## src/rtl/llc_set_writeback.sv

```systemverilog
// Drains one buffered LLC set: writes each modified way in ascending order, then the eviction pointer.
// Latency: accept, one cycle per modified way, one transition cycle, optional evict cycle, one done cycle.
// Backpressure: mem_wr_ready low holds the current request (way, set, valid) stable until accepted.
module llc_set_writeback #(
    parameter int WAYS         = 16,
    parameter int WAY_BITS     = 4,
    parameter int SET_BITS     = 8,
    parameter int LINE_BITS    = 128,
    parameter int TAG_BITS     = 12,
    parameter int STATE_BITS   = 3,
    parameter int SHARERS_BITS = 16,
    parameter int OWNER_BITS   = 4,
    parameter int HPROT_BITS   = 1
) (
    input  logic                    clk,
    input  logic                    rst,
    input  logic                    rst_state,
    input  logic                    start_valid,
    output logic                    start_ready,
    input  logic [SET_BITS-1:0]     start_set,
    input  logic [WAYS-1:0]         start_mask,
    input  logic                    start_evict,
    input  logic [WAY_BITS-1:0]     start_evict_way,
    output logic [WAY_BITS-1:0]     buf_rd_way,
    input  logic [LINE_BITS-1:0]    buf_line,
    input  logic [TAG_BITS-1:0]     buf_tag,
    input  logic [STATE_BITS-1:0]   buf_state,
    input  logic [SHARERS_BITS-1:0] buf_sharers,
    input  logic [OWNER_BITS-1:0]   buf_owner,
    input  logic [HPROT_BITS-1:0]   buf_hprot,
    input  logic                    buf_dirty,
    output logic                    mem_wr_valid,
    output logic                    mem_wr_evict_valid,
    input  logic                    mem_wr_ready,
    output logic [SET_BITS-1:0]     mem_wr_set,
    output logic [WAY_BITS-1:0]     mem_wr_way,
    output logic [LINE_BITS-1:0]    mem_wr_line,
    output logic [TAG_BITS-1:0]     mem_wr_tag,
    output logic [STATE_BITS-1:0]   mem_wr_state,
    output logic [SHARERS_BITS-1:0] mem_wr_sharers,
    output logic [OWNER_BITS-1:0]   mem_wr_owner,
    output logic [HPROT_BITS-1:0]   mem_wr_hprot,
    output logic                    mem_wr_dirty,
    output logic [WAY_BITS-1:0]     mem_wr_evict_way,
    output logic                    busy,
    output logic                    done
);

    typedef enum logic [1:0] {IDLE, WRITE, EVICT, DONE} state_t;

    state_t              state, state_next;
    logic [WAYS-1:0]     pending, pending_next;
    logic                evict_pending, evict_pending_next;
    logic [SET_BITS-1:0] set_q;
    logic [WAY_BITS-1:0] evict_way_q;
    logic [WAY_BITS-1:0] cur_way;
    logic [WAY_BITS-1:0] rd_way;
    logic                idle_ready;

    // Lowest-index pending way wins, giving ascending write order.
    always_comb begin
        cur_way = '0;
        for (int i = WAYS - 1; i >= 0; i--) begin
            if (pending[i]) cur_way = WAY_BITS'(i);
        end
    end

    always_ff @(posedge clk or negedge rst) begin
        if (!rst) begin
            state         <= IDLE;
            pending       <= '0;
            evict_pending <= 1'b0;
            set_q         <= '0;
            evict_way_q   <= '0;
        end else begin
            state         <= state_next;
            pending       <= pending_next;
            evict_pending <= evict_pending_next;
            if (state == IDLE && start_valid && !rst_state) begin
                set_q       <= start_set;
                evict_way_q <= start_evict_way;
            end
        end
    end

    always_comb begin
        state_next         = state;
        pending_next       = pending;
        evict_pending_next = evict_pending;
        idle_ready         = 1'b0;
        mem_wr_valid       = 1'b0;
        mem_wr_evict_valid = 1'b0;
        done               = 1'b0;
        rd_way             = '0;
        case (state)
            IDLE: begin
                idle_ready = 1'b1;
                if (start_valid) begin
                    pending_next       = start_mask;
                    evict_pending_next = start_evict;
                    state_next         = WRITE;
                end
            end
            WRITE: begin
                if (pending != '0) begin
                    mem_wr_valid = 1'b1;
                    rd_way       = cur_way;
                    if (mem_wr_ready) pending_next = pending & ~(WAYS'(1) << cur_way);
                end else begin
                    state_next = evict_pending ? EVICT : DONE;
                end
            end
            EVICT: begin
                mem_wr_evict_valid = 1'b1;
                if (mem_wr_ready) begin
                    evict_pending_next = 1'b0;
                    state_next         = DONE;
                end
            end
            DONE: begin
                done       = 1'b1;
                state_next = IDLE;
            end
            default: state_next = IDLE;
        endcase
        if (rst_state) begin
            state_next         = IDLE;
            pending_next       = '0;
            evict_pending_next = 1'b0;
        end
    end

    // Gate with rst so the block advertises nothing while held in reset.
    assign start_ready      = rst & idle_ready;
    assign busy             = (state != IDLE);
    assign buf_rd_way       = rd_way;
    assign mem_wr_way       = rd_way;
    assign mem_wr_set       = set_q;
    assign mem_wr_evict_way = evict_way_q;
    assign mem_wr_line      = buf_line;
    assign mem_wr_tag       = buf_tag;
    assign mem_wr_state     = buf_state;
    assign mem_wr_sharers   = buf_sharers;
    assign mem_wr_owner     = buf_owner;
    assign mem_wr_hprot     = buf_hprot;
    assign mem_wr_dirty     = buf_dirty;

endmodule

```

## config.mk

```make
export PLATFORM = sky130hd
export DESIGN_NAME = llc_set_writeback
export DESIGN_NICKNAME = d
export VERILOG_FILES = /design/src/rtl/llc_set_writeback.sv
export SDC_FILE = /design/constraint.sdc
export NUM_CORES = 1
export LEC_CHECK = 0
export BUFFER_PORTS_ARGS = -buffer_cell sky130_fd_sc_hd__buf_2
export CAP_MARGIN = 10
export CORE_AREA = 4 4 149 151
export CTS_BUF_LIST = sky130_fd_sc_hd__clkbuf_2
export DETAILED_ROUTE_END_ITERATION = 12
export DIE_AREA = 0 0 153 155
export HOLD_SLACK_MARGIN = 0.06
export SYNTH_ARGS = -nofsm -noshare
export SYNTH_HDL_FRONTEND = slang
export SYNTH_SLANG_ARGS = --single-unit
```

## constraint.sdc

```tcl
create_clock -name clk -period 2 [get_ports clk]
set_input_delay 0.1 -clock clk [delete_from_list [all_inputs] [get_ports clk]]
set_output_delay 0.1 -clock clk [all_outputs]
set_load 0.05 [all_outputs]
```

==> reports/summary.log <==
[placed_design] number of buffer cells added on primary ports 58
[setup_path] endpoint required time on the critical path 1.90 ns
[detailed_routing] via count 2300
[setup_path] endpoint of the worst-slack reg-to-reg timing path state[0]
[clock_tree] number of buffers on the longest clock path 2
[power_and_ir_drop] largest vdd supply drop 531.2 uV
[clock_tree] total clock sinks 31
[grt] initial antenna violation count 2
[floorplanning] horizontal die dimension 153 um
[cells_and_area] number of nets in the final layout 523
[floorplanning] Placement Rows 53
[clock_tree] clock-pin slew reported for the worst setup and hold paths after clock tree synthesis 0.24 ns
[floorplanning] Placeable Area 0.02082 mm^2
[power_and_ir_drop] internal power consumption 2.900 mW
[cells_and_area] Synth-to-Final Area Change 19.74%
[detailed_routing] Vias/cell 3.859
[setup_path] count of cells along the worst register-to-register path 7
[clock_tree] later-pin clock latency in the skew report 0.45 ns
[detailed_routing] wire per inst 17.21 um
[floorplanning] effective utilization at floorplan 14.67%
[synthesis] Yosys top cell by area buf_4
[setup_path] worst setup path category flop to output pin
[power_and_ir_drop] clock share of power 6.1%
[setup_path] launch point of the worst reg-to-reg path pending[14]
[timing] Clock Skews 0.04933 ns
[synthesis] post-synthesis async set-or-reset flop share 100.0%
[synthesis] distinct cell type count after synthesis 46
[clock_tree] number of buffers added by the clock tree synthesis step 5
[timing] hold slack final 0.1519 ns
[timing] relative slew slack 64.20%
[synthesis] multiplexer fraction of the synthesized cell area 4.750%
[setup_path] crit path launch pending[14]
[power_and_ir_drop] net switching power of the design 3.150 mW
[synthesis] ranking of synthesized cells by instance count buf_4 (169), dfrtp_1 (31), a22oi_1 (14), nor2_1 (14), mux2_2 (12)
[placed_design] number of instances in the placed design 546
[setup_path] CP Launch Type flop
[setup_path] CP peak stage delay 0.57 ns
[synthesis] count of flip-flops with a built-in enable after synthesis 0
[setup_path] crit-path cells or4_4 > o41ai_4 > buf_4 > nor2_4 > buf_6 > buf_12
[timing] crit path time final 2.453 ns
[synthesis] synthesized area divided by synthesized cell count 8.755 um^2
[setup_path] cell with the biggest individual delay on the critical path or4_4
[grt] wire length of the first global-routing pass 15.12 mm
[timing] total setup violations reported at the end of the flow 27
[setup_path] critical path arrival 2.35 ns
[timing] f_max 407.7 MHz
[flow_run] number of max-cap violations 0
[synthesis] net count after synthesis 553
[timing] setup repair after global routing missed its margin yes
[outcome] violations in the final reports setup timing
[grt] via count of the first global-routing pass 2512
[timing] final sum of negative setup slack -5.856 ns
[floorplanning] total die area 0.02372 mm^2
[timing] Final Slew Violations 0
[synthesis] most instantiated flip-flop cell in the synthesis netlist dfrtp_1
[timing] min setup slack post-route -0.4530 ns
[power_and_ir_drop] relative contribution of combinational cells to total power 77.8%
[grt] Remaining Overflow, GRT 0
[setup_path] crit path to buf_rd_way[0]
[placed_design] final estimated routing congestion in global placement 0.7921
[grt] global-route usage over all layers 8.362%
[setup_path] capturing element type of the critical path output pin
[detailed_routing] number of DRC markers after the initial detailed-route iteration 65
[floorplanning] number of primary I/O pins 389
[synthesis] Cells after Synth 349
[synthesis] combinational family with the most area after synthesis buffers and inverters
[detailed_routing] detailed-route wire length 10.26 mm
[detailed_routing] Pre-antenna DRT Iters 4
[synthesis] share of the synthesized netlist area taken by xor and xnor gates 0%
[floorplanning] Chip Height 155 um
[synthesis] register area share after synthesis 25.39%
[synthesis] number of register bits inferred by synthesis 31
[synthesis] synth top area cells buf_4 (42%), dfrtp_1 (25%), mux2_2 (4.4%), a22oi_1 (3.4%), ha_1 (2.0%)
[placed_design] placement-stage worst setup slack -0.1824 ns
[power_and_ir_drop] overall power 6.050 mW
[power_and_ir_drop] switching share of power 52.06%
[synthesis] Synth Area in Adders 2.048%
[setup_path] worst-path fanout max 2
[detailed_routing] count of unresolved DRC violations after routing 0
[synthesis] share of the synthesized area in the top cell type 41.52%
[synthesis] number of warnings issued by yosys 0
[power_and_ir_drop] relative contribution of sequential cells to total power 16.0%
[clock_tree] TritonCTS clock tree built
[power_and_ir_drop] pwr dens 1654 mW/mm^2
[cells_and_area] final non-filler cell total 596
[synthesis] post-synthesis cell area 0.003055 mm^2
[synthesis] most frequent cell after synthesis buf_4
[grt] maximum number of pins on one net before global-route repair 32
[setup_path] flop-to-flop setup slack -0.29 ns
[synthesis] post-synthesis share of cell area spent on and, or, nand and nor gates 9.091%
[placed_design] final HPWL from detailed placement 7.706 mm
[timing] hold violation total from the final report 0
[hold_path] hold crit path type primary input to flop
[timing] transition time at the pin with the least slew margin 0.5325 ns
[timing] post-route fraction of the period consumed by the critical path 122.7%
[clock_tree] H-tree depth reported by CTS 2
[outcome] outcome finished, violations left
[detailed_routing] number of nets with antenna violations after detailed routing 0
[power_and_ir_drop] leakage 1.519 nW
[synthesis] post-synthesis compound-gate area fraction 15.44%
[clock_tree] buffer type at the clock tree root clkbuf_2
[cells_and_area] share of layout cells above drive strength 1 56.88%
[layer usage]
layer | GRT usage, % | vias to the layer above | routed length, um
met4 | 6.364 | 0 | 851
met2 | 14.01 | 169 | 4920
met5 | 0 | - | 0
met3 | 3.755 | 101 | 1132
li1 | - | 972 | -
met1 | 8.104 | 1058 | 3350
[what timing repair did]
action	4_1_cts	5_1_grt
setup buffers	20	5
hold buffers	32	0
endpoints found under the hold margin	62	0
pin swaps	26	17
endpoints found under the setup margin	28	28
gates resized for setup	68	33
[logic make-up after synthesis]
kind of cell,after synthesis
AOI/OAI and AO/OA,63
and+or+nand+nor,54
muxes,13
adders and majority gates,5
DFF,31
buffers and inverters,183
[how the worst min path moves through the flow]
stage / start / endpoint / slack [ns] / depth (start not counted)
2_1_floorplan: rst / evict_pending / -0.20 / 0
3_3_place_gp: buf_line[100] / mem_wr_line[100] / 0.20 / 0
3_5_place_dp: buf_line[100] / mem_wr_line[100] / 0.20 / 0
4_1_cts: start_valid / evict_pending / 0.06 / 4
5_1_grt: start_valid / evict_pending / 0.13 / 4
6_report: start_valid / evict_pending / 0.15 / 4
[registers in the layout (all words and copies together), names as in the netlist]
name and cells:
pending 16, mem_wr_set 8, mem_wr_evict_way 4, state 2, evict_pending 1
[area by class of cell]
cell class,instances,area (um^2)
clock buffer,6,30.03
tap,275,344.1
multi-input combinational,135,1353
fill,2322,17160
timing repair buffer,139,1115
clock inverter,2,12.51
sequential,31,775.7
inverter,7,26.28
antenna,1,2.502
[power groups by stage]
stage	registers, mW	logic [mW]	clock network (mW)
final	0.971	4.71	0.370
after global routing	0.999	5.03	0.434
after CTS	0.971	4.39	0.422
after detailed placement	0.983	3.49	0
after global placement	0.977	3.49	0
after floorplan	1.46	2.71	0
[critical path, delay by kind of cell (launching register included)]
| kind | cells | cell delay (ns) |
|---|---|---|
| compound gates | 1 | 0.39 |
| buf+inv | 3 | 0.45 |
| flops | 1 | 0.44 |
| simple gates | 2 | 0.62 |
[placed cells by master, fill, tap and decap left out, types with 5 or more instances in the layout]
cell type / n
buf_2: 48
clkbuf_2: 6
inv_1: 6
buf_8: 6
buf_6: 11
dlygate4sd3_1: 32
a31oi_4: 5
dfrtp_1: 31
nand2_1: 10
mux2_2: 12
nor2_1: 12
buf_4: 38
a22oi_1: 10
[per-stage QoR]
stage          area (um^2)  util (%)
5_1_grt               3659     17.57
3_3_place_gp          2754     13.23
4_1_cts               3481     16.72
6_report              3659     17.57
3_5_place_dp          2754     13.23
2_1_floorplan         3094         -
No activity file was read; power rests on OpenSTA's default activity.
